## config.mk

```make
export PLATFORM = sky130hd
export DESIGN_NAME = ramb_arbiter
export DESIGN_NICKNAME = d
export VERILOG_FILES = /design/src/rtl/ramb_arbiter.sv
export SDC_FILE = /design/constraint.sdc
export NUM_CORES = 1
export LEC_CHECK = 0
export BUFFER_PORTS_ARGS = -buffer_cell sky130_fd_sc_hd__buf_2
export CORE_AREA = 8 8 71 73
export CTS_CLUSTER_DIAMETER = 40
export CTS_CLUSTER_SIZE = 28
export DETAILED_ROUTE_END_ITERATION = 8
export DIE_AREA = 0 0 79 81
export PLACE_DENSITY = 0.95
export REMOVE_ABC_BUFFERS = 1
export SYNTH_ARGS = -nofsm -noshare
export SYNTH_HDL_FRONTEND = slang
export SYNTH_SLANG_ARGS = --single-unit
```

## constraint.sdc

```tcl
create_clock -name CLKIN -period 5.45 [get_ports CLKIN]
set_input_delay 1.09 -clock CLKIN [delete_from_list [all_inputs] [get_ports CLKIN]]
set_output_delay 1.09 -clock CLKIN [all_outputs]
set_load 0.02 [all_outputs]
```

## src/rtl/ramb_arbiter.sv

```systemverilog
// ramb_arbiter: two-requester front end for one SB_RAM40_4K in 256x16 mode.
// Grants are combinational, with round-robin between the two requesters on
// each RAM port. A read whose address matches the granted write is held back
// one cycle. Read data is routed back to the issuing requester one cycle
// after its grant.
module ramb_arbiter #(
    parameter int AW = 8,
    parameter int DW = 16
) (
    input  logic          CLKIN,
    input  logic          RESETN,
    input  logic          REQ0_VALID,
    output logic          REQ0_READY,
    input  logic          REQ0_WE,
    input  logic [AW-1:0] REQ0_ADDR,
    input  logic [DW-1:0] REQ0_WDATA,
    input  logic [DW-1:0] REQ0_MASK,
    output logic          RSP0_VALID,
    output logic [DW-1:0] RSP0_DATA,
    input  logic          REQ1_VALID,
    output logic          REQ1_READY,
    input  logic          REQ1_WE,
    input  logic [AW-1:0] REQ1_ADDR,
    input  logic [DW-1:0] REQ1_WDATA,
    input  logic [DW-1:0] REQ1_MASK,
    output logic          RSP1_VALID,
    output logic [DW-1:0] RSP1_DATA,
    output logic [AW-1:0] RAM_RADDR,
    output logic          RAM_RE,
    output logic [AW-1:0] RAM_WADDR,
    output logic [DW-1:0] RAM_WDATA,
    output logic [DW-1:0] RAM_MASK,
    output logic          RAM_WE,
    input  logic [DW-1:0] RAM_RDATA
);

    logic pri;    // requester that wins the next two-way conflict
    logic rpend;  // a read was granted last cycle
    logic rsel;   // which requester that read belongs to

    logic          wc0, wc1, rc0, rc1;
    logic          w_sel, r_sel;
    logic [AW-1:0] w_addr_sel, r_addr_sel;
    logic          hazard, w_gnt, r_gnt;

    assign wc0 = REQ0_VALID &  REQ0_WE;
    assign wc1 = REQ1_VALID &  REQ1_WE;
    assign rc0 = REQ0_VALID & ~REQ0_WE;
    assign rc1 = REQ1_VALID & ~REQ1_WE;

    // Each port picks independently; PRI breaks ties only on a two-way conflict.
    assign w_sel = (wc0 & wc1) ? pri : wc1;
    assign r_sel = (rc0 & rc1) ? pri : rc1;

    assign w_addr_sel = w_sel ? REQ1_ADDR : REQ0_ADDR;
    assign r_addr_sel = r_sel ? REQ1_ADDR : REQ0_ADDR;

    // Compare the selected addresses rather than RAM_RADDR, which is zeroed
    // when the read is vetoed. Strobes stay low throughout reset.
    assign w_gnt  = RESETN & (wc0 | wc1);
    assign hazard = w_gnt & (rc0 | rc1) & (r_addr_sel == w_addr_sel);
    assign r_gnt  = RESETN & (rc0 | rc1) & ~hazard;

    // Per-requester READY and the RAM port drive, zeroed on an idle port.
    always_comb begin
        REQ0_READY = (w_gnt & ~w_sel) | (r_gnt & ~r_sel);
        REQ1_READY = (w_gnt &  w_sel) | (r_gnt &  r_sel);
        RAM_WE     = w_gnt;
        RAM_RE     = r_gnt;
        RAM_WADDR  = '0;
        RAM_WDATA  = '0;
        RAM_MASK   = '0;
        RAM_RADDR  = '0;
        if (w_gnt) begin
            RAM_WADDR = w_addr_sel;
            RAM_WDATA = w_sel ? REQ1_WDATA : REQ0_WDATA;
            RAM_MASK  = w_sel ? REQ1_MASK  : REQ0_MASK;
        end
        if (r_gnt) begin
            RAM_RADDR = r_addr_sel;
        end
    end

    // Priority flips to the loser whenever a two-way conflict is granted.
    // Two readers imply no writer, so a read conflict is never vetoed here.
    always_ff @(posedge CLKIN or negedge RESETN) begin
        if (!RESETN) begin
            pri <= 1'b0;
        end else if ((wc0 & wc1) | (rc0 & rc1 & r_gnt)) begin
            pri <= ~pri;
        end
    end

    // Remember who owns the read in flight so the data returns to them.
    always_ff @(posedge CLKIN or negedge RESETN) begin
        if (!RESETN) begin
            rpend <= 1'b0;
            rsel  <= 1'b0;
        end else begin
            rpend <= r_gnt;
            rsel  <= r_sel;
        end
    end

    assign RSP0_VALID = rpend & ~rsel;
    assign RSP1_VALID = rpend &  rsel;
    assign RSP0_DATA  = RSP0_VALID ? RAM_RDATA : '0;
    assign RSP1_DATA  = RSP1_VALID ? RAM_RDATA : '0;

endmodule

```

==> tab_implementation.tex <==
\begin{tabular}{lr}
\hline
Metric & Value \\
\hline
\multicolumn{2}{l}{\textbf{Outcome}} \\
\quad Status & complete, no violations \\
\multicolumn{2}{l}{\textbf{Drt}} \\
\quad DRT iter0 DRCs & 90 \\
\quad WL final & $\sim$6400 um \\
\quad Number of nets with antenna violations after detailed routing & 0 \\
\quad Detailed-route via count & between 1.5k and 2k \\
\quad Residual DRC & 0 \\
\quad Vias per inst & around 4.9 \\
\quad WL/cell & 16.4 um \\
\quad First-pass DRT Iterations & 4 \\
\multicolumn{2}{l}{\textbf{Pwr}} \\
\quad Net switching power of the design & 160 uW \\
\quad Peak supply drop & between 0.07 and 0.08 mV \\
\quad Internal power & 177 uW \\
\quad Power Density & around 150 nW/um\^{}2 \\
\quad Clock share of power & 0.193 \\
\quad Sequential share of power & 0.109 \\
\quad Overall power of the completed layout & about 340 uW \\
\quad Fraction of power spent switching nets & 0.474 \\
\quad Leak & 1.41 nW \\
\quad Combinational Power Share & 0.698 \\
\multicolumn{2}{l}{\textbf{Worst setup path}} \\
\quad RR Endpoint & rpend \\
\quad Number of cells on the worst reg-to-reg path & 5 \\
\quad Number of buffers and inverters on the critical path & 2 \\
\quad Highest fanout seen on the critical path & 32 \\
\quad Launch instance of the worst register-to-register path & pri \\
\quad Worst-case register-to-register setup slack & 3.65 ns \\
\quad CP Cell Sequence & buf\_2 -> nand3b\_1 -> and3\_1 -> a22o\_1 -> buf\_2 \\
\quad Cell repeated most along the worst path & sky130\_fd\_sc\_hd\_\_buf\_2 \\
\quad Worst Setup Start Kind & input pin \\
\quad Maximum cell stage delay along the critical path & approximately 0.91 ns \\
\quad Critical path data arrival time & between 2 and 3 ns \\
\quad Kind of cell with the highest combined delay on the critical path & simple AND/OR/NAND/NOR gates \\
\quad Type of the worst setup path & in2out \\
\quad Type of destination of the critical path & output pin \\
\quad Critical Path Slowest Stage Cell & sky130\_fd\_sc\_hd\_\_and3\_1 \\
\quad Worst Path Required & 4.36 ns \\
\multicolumn{2}{l}{\textbf{Synthesis}} \\
\quad Per-instance average area after synthesis & between 7 and 8 um\^{}2 \\
\quad Area fraction in and, or, nand and nor cells after synthesis & 0.360 \\
\quad Main combinational cell family by area after synthesis & simple AND/OR/NAND/NOR gates \\
\quad Most numerous cell types in the synthesized netlist & 32 x sky130\_fd\_sc\_hd\_\_a22o\_1, 21 x sky130\_fd\_sc\_hd\_\_nor2\_1, 19 x sky130\_fd\_sc\_hd\_\_and3\_1 \\
\quad Largest area contributor in the netlist & sky130\_fd\_sc\_hd\_\_a22o\_1 \\
\quad Flip-flop and latch count after synthesis & 3 \\
\quad Proportion of synthesized area in mux cells & 0.127 \\
\quad Area share of xor/xnor cells in the synthesized design & 0.0519 \\
\quad Yosys warning count & 0 \\
\quad Primary flip-flop cell chosen by synthesis mapping & sky130\_fd\_sc\_hd\_\_dfrtp\_1 \\
\quad Fraction of the mapped netlist area in adder cells & 0 \\
\quad Count of distinct cell types in the synthesized netlist & 32 \\
\quad Number of flops mapped to enable cells by yosys & 0 \\
\quad Cells after Synth & between 150 and 200 \\
\quad Share of Yosys cell area claimed by the top area cell type & 0.237 \\
\quad Fraction of the yosys area taken by sequential cells & 0.0635 \\
\quad Async S/R FF share, synth & 1.00 \\
\quad Most instantiated library cell after synthesis & sky130\_fd\_sc\_hd\_\_a22o\_1 \\
\quad Netlist Area Pre-Place & approximately 1200 um\^{}2 \\
\quad Top post-synthesis cells by area & sky130\_fd\_sc\_hd\_\_a22o\_1 24\%, sky130\_fd\_sc\_hd\_\_mux2i\_1 13\%, sky130\_fd\_sc\_hd\_\_and3\_1 10\%, sky130\_fd\_sc\_hd\_\_and2\_1 9.5\%, sky130\_fd\_sc\_hd\_\_nor2\_1 6.7\% \\
\quad Complex-gate fraction of the synthesized area & 0.337 \\
\multicolumn{2}{l}{\textbf{Place}} \\
\quad Routability-driven placement congestion ratio & roughly 0.86 \\
\quad Pre-CTS worst setup slack & around 1.6 ns \\
\quad Number of cells in the design after placement & roughly 400 \\
\quad Quantity of I/O buffers inserted on ports & around 190 \\
\quad Post-DP HPWL & approximately 5400 um \\
\quad Placement Cell Area & 2140 um\^{}2 \\
\multicolumn{2}{l}{\textbf{Floorplanning}} \\
\quad Core area & between 3000 and 4000 um\^{}2 \\
\quad Initial Utilization & 0.302 \\
\quad Die boundary height & between 80 and 90 um \\
\quad DIE AREA & between 6000 and 7000 um\^{}2 \\
\quad Die outline width & just under 80 um \\
\quad Row count & 23 \\
\quad Ports & 188 \\
\multicolumn{2}{l}{\textbf{Clocking}} \\
\quad H-tree depth & 1 \\
\quad Post-CTS sizing & 0 \\
\quad Post-CTS setup-driven buffer insertion count & 0 \\
\quad Number of buffers inserted by hold repair at cts & 0 \\
\quad Total number of clock tree sinks & 3 \\
\quad Register clock-pin slew on the reported worst setup and hold paths & $\sim$0.030 ns \\
\quad Root Driver & sky130\_fd\_sc\_hd\_\_clkbuf\_8 \\
\quad CTS tree & done \\
\quad Number of buffers inserted during clock tree synthesis & 3 \\
\quad Worst-case clock buffer depth & 2 \\
\quad Clock latency of the later-clocked register in the worst-skew pair & 0.22 ns \\
\multicolumn{2}{l}{\textbf{Job}} \\
\quad Number of maximum-capacitance constraint violations & 0 \\
\multicolumn{2}{l}{\textbf{Timing}} \\
\quad Total of endpoints with negative setup slack in the final report & 0 \\
\quad Minimum period implied by the final worst setup slack & approximately 3.8 ns \\
\quad Measured slew at the worst slew-check pin & around 1.1 ns \\
\quad Pins over their slew limit & 0 \\
\quad Final-report hold violation count & 0 \\
\quad Setup TNS after final layout & 0 ns \\
\quad Fin crit share & 0.706 \\
\quad Setup Skew & 0.000124 ns \\
\quad Highest Clock Rate & 0.260 GHz \\
\quad Worst max-slew margin expressed relative to the limit & 0.278 \\
\quad RSZ-0062 raised after global routing & no \\
\quad Min setup slack post-route & $\sim$1.6 ns \\
\multicolumn{2}{l}{\textbf{Cells and area}} \\
\quad Synthesis-to-finish area growth & 84.9\% \\
\quad Filler cell count in the final layout & roughly 400 \\
\quad Finished Layout Cells & between 300 and 400 \\
\quad Antenna cell count & 0 \\
\quad Share of cells above drive strength 1 & 0.576 \\
\quad Design area & $\sim$2200 um\^{}2 \\
\quad Final \#Nets & 447 \\
\multicolumn{2}{l}{\textbf{Global route}} \\
\quad Global Route Usage Sum & 0.178 \\
\quad Remaining global-route overflow & 0 \\
\quad Via count of the first global-routing pass & roughly 2.0k \\
\quad First-pass GRT wire length & between 9000 and 10000 um \\
\quad Largest net degree at the start of global routing & 33 \\
\quad Antenna violations before repair & 0 \\
\multicolumn{2}{l}{\textbf{Hold path}} \\
\quad HP Start & pri \\
\quad Class of the worst hold path & reg2reg \\
\quad Endpoint of the worst hold-timing path & pri \\
\quad Hold Path Cell Cnt & 2 \\
\hline
\end{tabular}
kinds of logic (layout without fill, tap and decap cells):
kind of cell / after synthesis / in the layout
buffers and inverters: 17 / 197
AO/OA/AOI/OAI: 46 / 46
XOR/XNOR: 7 / 7
flip-flops: 3 / 3
AND/OR/NAND/NOR: 76 / 76
multiplexers: 15 / 15
worst max-delay path by stage:
stage                 start           end  slack (ns)  depth (start not counted)
global route        REQ0_WE   RAM_MASK[0]        1.44                          5
finish              REQ0_WE   RAM_MASK[0]        1.60                          5
floorplan           REQ0_WE   RAM_MASK[0]        1.32                          4
global placement    REQ0_WE  RAM_MASK[11]        1.70                          5
CTS                 REQ0_WE   RAM_MASK[0]        1.63                          5
detailed placement  REQ0_WE  RAM_MASK[11]        1.64                          5
cell usage in the layout, fill, tap and decap left out, types with 2 or more instances in the layout:
cell type,count
sky130_fd_sc_hd__or2b_1,2
sky130_fd_sc_hd__clkbuf_8,3
sky130_fd_sc_hd__nand3b_1,2
sky130_fd_sc_hd__xor2_1,4
sky130_fd_sc_hd__a22o_1,32
sky130_fd_sc_hd__nor2_1,20
sky130_fd_sc_hd__and2b_1,3
sky130_fd_sc_hd__buf_2,187
sky130_fd_sc_hd__mux2i_1,15
sky130_fd_sc_hd__buf_4,2
sky130_fd_sc_hd__and3_1,19
sky130_fd_sc_hd__inv_1,4
sky130_fd_sc_hd__dfrtp_1,3
sky130_fd_sc_hd__and2_1,18
sky130_fd_sc_hd__nor2b_1,2
sky130_fd_sc_hd__xnor2_1,3
sky130_fd_sc_hd__nand2_1,4
sky130_fd_sc_hd__a21oi_1,5
area by class of cell:
cell class | instances | area (um^2) | area share
inverters | 4 | 15.0 | 0.00687
well taps | 50 | 62.6 | 0.0286
flip-flops and latches | 3 | 75.1 | 0.0343
multi-input cells | 144 | 1040 | 0.475
repair buffers | 189 | 951 | 0.435
clock buffers | 4 | 45.0 | 0.0206
power by group through the flow:
stage	sequential (mW)	combinational, mW	clock, mW
after floorplan	0.0336	0.140	0
after CTS	0.0363	0.237	0.0673
after global routing	0.0378	0.255	0.0711
after detailed placement	0.0366	0.235	0
final	0.0367	0.235	0.0651
after global placement	0.0364	0.230	0
layer usage:
| metal | global-route usage | up-vias | routed length [um] |
|---|---|---|---|
| li1 | - | 963 | - |
| met1 | 0.192 | 874 | 2350 |
| met2 | 0.335 | 95 | 3470 |
| met3 | 0.0497 | 4 | 586 |
| met4 | 0.0407 | 0 | 39 |
| met5 | 0 | - | 0 |
per-stage QoR:
| stage | hold slack, ns | utilization |
|---|---|---|
| 2_1_floorplan | 0.543 | - |
| 6_report | 0.593 | 0.559 |
| 3_3_place_gp | 0.580 | 0.547 |
| 4_1_cts | 0.599 | 0.559 |
| 5_1_grt | 0.625 | 0.559 |
| 3_5_place_dp | 0.588 | 0.547 |
worst register-to-register path: cells and delay by family (launching register included):
family | cells | cell delay (ns)
and+or+nand+nor | 1 | 0.25
DFF | 1 | 0.38
AOI/OAI and AO/OA | 3 | 0.92
buffers and inverters | 1 | 0.11
registers in the layout, summed over array words and instances (netlist names):
signal / count
rpend: 1
rsel: 1
pri: 1
No activity file was read; power rests on OpenSTA's default activity.
